==> config.mk <==
export PLATFORM = sky130hd
export DESIGN_NAME = dot_acc
export DESIGN_NICKNAME = d
export VERILOG_FILES = /design/src/rtl/dot_acc_pkg.sv /design/src/rtl/dot_acc.sv
export SDC_FILE = /design/constraint.sdc
export NUM_CORES = 1
export LEC_CHECK = 0
export ABC_AREA = 1
export BUFFER_PORTS_ARGS = -buffer_cell sky130_fd_sc_hd__buf_2
export CAP_MARGIN = 0
export CORE_UTILIZATION = 48
export DETAILED_ROUTE_END_ITERATION = 10
export PLACE_DENSITY = 0.77
export RECOVER_POWER = 25
export SYNTH_ARGS = -nofsm -noshare
export SYNTH_HDL_FRONTEND = slang
export SYNTH_SLANG_ARGS = --single-unit
==> constraint.sdc <==
create_clock -name clk -period 1.9 [get_ports clk]
set_clock_uncertainty 0.2 [all_clocks]
set_input_delay 0.095 -clock clk [delete_from_list [all_inputs] [get_ports clk]]
set_output_delay 0.095 -clock clk [all_outputs]
set_load 0.005 [all_outputs]
==> src/rtl/dot_acc_pkg.sv <==
// Shared widths and FSM state encoding for the dot-product sequencer that
// feeds the shift-add multiplier.
package dot_acc_pkg;

    localparam int OP_W   = 8;
    localparam int PROD_W = 16;

    typedef enum logic [2:0] {
        IDLE,
        ISSUE,
        GUARD,
        WAIT,
        ACC,
        OUT
    } state_t;

endpackage

==> src/rtl/dot_acc.sv <==
// Dot-product sequencer: takes operand pairs, issues each to the external
// multiplier, and accumulates LEN products into one result.
module dot_acc
    import dot_acc_pkg::*;
#(
    parameter int LEN   = 4,
    parameter int ACC_W = 18
) (
    input  logic              clk,
    input  logic              rst,
    input  logic              in_valid,
    output logic              in_ready,
    input  logic [OP_W-1:0]   in_a,
    input  logic [OP_W-1:0]   in_b,
    output logic              out_valid,
    input  logic              out_ready,
    output logic [ACC_W-1:0]  out_data,
    output logic [OP_W-1:0]   mul_a,
    output logic [OP_W-1:0]   mul_b,
    output logic              mul_start,
    input  logic              mul_busy,
    input  logic [PROD_W-1:0] mul_result
);

    localparam int CNT_W = (LEN > 1) ? $clog2(LEN) : 1;
    localparam logic [CNT_W-1:0] LAST = CNT_W'(LEN - 1);

    state_t           state;
    state_t           state_nxt;
    logic [ACC_W-1:0] acc;
    logic [CNT_W-1:0] cnt;

    // Operand latches only move on an accepted pair, so mul sees stable
    // operands for the whole multiply.
    always_ff @(posedge clk) begin
        if (rst) begin
            state <= IDLE;
            acc   <= '0;
            cnt   <= '0;
            mul_a <= '0;
            mul_b <= '0;
        end else begin
            state <= state_nxt;
            case (state)
                IDLE: begin
                    if (in_valid) begin
                        mul_a <= in_a;
                        mul_b <= in_b;
                    end
                end
                ACC: begin
                    acc <= acc + ACC_W'(mul_result);
                    cnt <= (cnt == LAST) ? '0 : cnt + CNT_W'(1);
                end
                OUT: begin
                    if (out_ready) begin
                        acc <= '0;
                    end
                end
                default: ;
            endcase
        end
    end

    // GUARD exists because mul raises busy one cycle after start.
    always_comb begin
        state_nxt = state;
        in_ready  = 1'b0;
        mul_start = 1'b0;
        out_valid = 1'b0;
        out_data  = '0;
        case (state)
            IDLE: begin
                in_ready = 1'b1;
                if (in_valid) begin
                    state_nxt = ISSUE;
                end
            end
            ISSUE: begin
                mul_start = 1'b1;
                state_nxt = GUARD;
            end
            GUARD: state_nxt = WAIT;
            WAIT: begin
                if (!mul_busy) begin
                    state_nxt = ACC;
                end
            end
            ACC: state_nxt = (cnt == LAST) ? OUT : IDLE;
            OUT: begin
                out_valid = 1'b1;
                out_data  = acc;
                if (out_ready) begin
                    state_nxt = IDLE;
                end
            end
            default: state_nxt = IDLE;
        endcase
    end

endmodule

==> results.txt <==
The die is 77 um wide. The critical path starts at acc[0]. The later pin in the worst-skew pair is clocked with a latency of 0.30 ns.

The number of clock buffers added by TritonCTS is 5. The site row count was 26; the global-route wire length before repair was 12200 um. The area of the core came out at 0.00527 mm2.

The routed wire length per instance was 12.4 um. The tools report the final total power as 2.61 mW. At the pin with the least slew margin, the transition time is 0.351 ns.

Library cell contributing the largest single delay on the critical path: fa_2. The count of pins over their slew limit is 0. In the routed layout, each cell is associated on average with a via count of 5.12.

After detailed routing, the number of remaining DRC violations is 0. The length in cells of the worst reg-to-reg path was 9. The run gives 0 as the number of hold violations in the final report.

From synthesis to final layout, the design area changed by 34.3%. During synthesis, Yosys emitted a total of 0 warnings. The analysis attributes to cell leakage a power of 1.79 nW. Number of global-route vias before repair: 2740. The tools report the type of element launching the critical path as a register. Length of the first detailed-routing pass in iterations: 5.

In this run the register-to-register setup slack is 0.02 ns. The critical path goes through ha_4 > fa_2 > nand3_2 > nand3_2 > nand2_2 > nand3_2 > or2_4 > nand3_2 > a21oi_1. Library cell appearing most often on the critical path: nand3_2.

Setup violations remaining at the end of the flow were counted as 0. Setup repair after global routing could not meet its margin everywhere. The starting density of the core is 0.512, and the total die area is 0.00593 mm2. Once detailed placement completed, the half-perimeter wirelength came to 5100 um. The destination of the critical timing path is acc[8]. For this design the top-level I/O count stands at 74. In this run the critical register-to-register path is launched from acc[0].

The tools report the maximum resistive drop on vdd as 0.570 mV. The run finished with clean final reports. The most frequent standard cell in the layout excluding fill and tap cells is nand2_1. The library cells used most frequently in the layout, excluding fill and tap cells, are 124 x nand2_1, 67 x inv_1, 64 x buf_2, 42 x a21oi_1, 39 x nand3_1. The tools report the root buffer selected by CTS as clkbuf_8. In the post-route analysis, the smallest setup slack over all paths is 0.0165 ns.

The count of nets left with antenna violations once routing finished came out at 0. TritonCTS built the clock tree. The tools report the reported max-cap violation count as 0. Power spread over the standard cell area amounts to 719 mW/mm2. The endpoint of the worst register-to-register path was acc[8]. The run gives 0.766 as the worst slew margin relative to its limit. Dividing the synthesized area by the synthesized cell count gives 6.18 um2.

Detailed routing inserted a total of 3107 vias. The largest driver fanout on the critical path was 3; the total congestion overflow after global routing was 0. The number of design-rule violations left by the first detailed-router iteration came out at 197.

Maximum number of pins on one net before global-route repair: 26. The share of post-route cells with drive strength above 1 was 0.248. After filler insertion, the fill cell instance count of the layout stands at 472. The number of clock sinks was 39; the arrival time at the worst endpoint was 1.87 ns.

Number of port buffers: 73. The path type of the worst min-delay path was in2reg. For the worst setup path, the data required time is 1.89 ns. The run gives 2 as the count of H-tree levels built during CTS. Placement-stage worst setup slack: -0.0142 ns. The run gives 0 as the initial antenna violation count. The final layout contains 591 nets.

The post-route clock period utilization is 0.991, and the clock period minus worst slack is 1.88 ns. The die is 77 um tall. The net count after synthesis was 492; the worst hold slack was 0.0423 ns.

Derived from the worst setup path, the maximum achievable clock frequency is 531 MHz. Yosys mapped the design onto 37 distinct sky130hd cell types. The critical setup path kind was reg2reg. For this block, the routed nets add up to 7510 um of wire. The tools report the global placement routability congestion as 0.967. Clock-pin slew was measured on the worst setup and hold paths at 0.09 ns.

Kind of end point of the critical path: a register. For this run, the slowest stage of the critical path takes 0.41 ns. The fraction of the yosys area taken by sequential cells was 0.289; the number of storage elements in the synthesis netlist was 39. The clock passes through at most 2 buffers. The cell area after technology mapping came out at 0.00270 mm2. The overall routing resource usage was 0.251; the number of instances in the synthesized netlist was 437. The number of antenna cells inserted was 0; the setup TNS was 0 ns.
where the power goes:
group	internal [mW]	switching (mW)	total, mW
Clock	0.263	0.340	0.603
Combinational	0.400	0.597	0.996
Sequential	0.921	0.0867	1.01
synthesized netlist by cell type, drive strengths merged:
cell type,count,share of area
nor3,5,0.0093
clkbuf,4,0.0056
o211ai,1,0.0046
buf,8,0.023
o21ai,10,0.021
nand2,132,0.19
xor2,1,0.0032
nand3,46,0.087
clkinv,1,0.0019
inv,72,0.10
nand4,3,0.0070
and2,2,0.0051
dfxtp,39,0.29
nor2,42,0.062
or2,4,0.0093
ha,17,0.079
fa,1,0.0074
nand3b,1,0.0028
a21oi,45,0.085
a211oi,1,0.0028
o211a,1,0.0037
o21a,1,0.0028
routing by layer:
layer  wire [um]  up-vias  global-route usage
met5           0        -                   0
met2        3710      120               0.441
met3         408       13              0.0405
li1            -     1575                   -
met1        3280     1399               0.313
met4         116        0              0.0717
worst min-delay path by stage:
stage	start	end	cells past startpoint
2_1_floorplan	in_a[5]	mul_a[5]	2
3_3_place_gp	in_b[0]	mul_b[0]	3
3_5_place_dp	in_b[0]	mul_b[0]	3
4_1_cts	in_valid	mul_b[0]	3
5_1_grt	in_valid	mul_a[3]	3
6_report	in_valid	mul_a[5]	3
registers in the layout (all words and copies together) (netlist names):
signal / cells
acc: 18
mul_a: 8
mul_b: 8
state: 3
cnt: 2
layout make-up:
type                            count  area, um2  area share
Inverter                           73        275      0.0759
Multi-Input combinational cell    313       1740       0.481
Sequential cell                    39        786       0.217
Clock inverter                      3       23.8     0.00656
Clock buffer                        5       68.8      0.0190
Tap cell                           70       87.6      0.0242
Timing Repair Buffer              104        641       0.177
per-stage QoR:
step           instances  utilization  instance area (um2)
3_3_place_gp         577        0.602                 3170
5_1_grt              607        0.688                 3630
4_1_cts              605        0.658                 3470
6_report             607        0.688                 3630
3_5_place_dp         577        0.602                 3170
2_1_floorplan        437            -                 2730
logic make-up after synthesis:
group / count (synthesis) / share of synthesized area
fa+ha+maj: 18 / 0.0862
simple gates: 235 / 0.371
compound gates: 59 / 0.120
flops: 39 / 0.289
xor+xnor: 1 / 0.00324
buf+inv: 85 / 0.131
repair_timing:
action | CTS | global route
setup endpoints to repair | 2 | 22
setup buffers | 0 | 2
gates resized for setup | 1 | 27
endpoints found under the hold margin | 29 | 0
hold buffers | 20 | 0
pin swaps | 1 | 4
cloned | 0 | 0
critical path: cells and delay by family, from the launching register on:
family                     cells  cell delay [ns]
and+or+nand+nor                6             0.59
adders and majority gates      2             0.58
DFF                            1             0.35
AOI/OAI and AO/OA              1             0.06
Power figures use the tool's default switching activity.
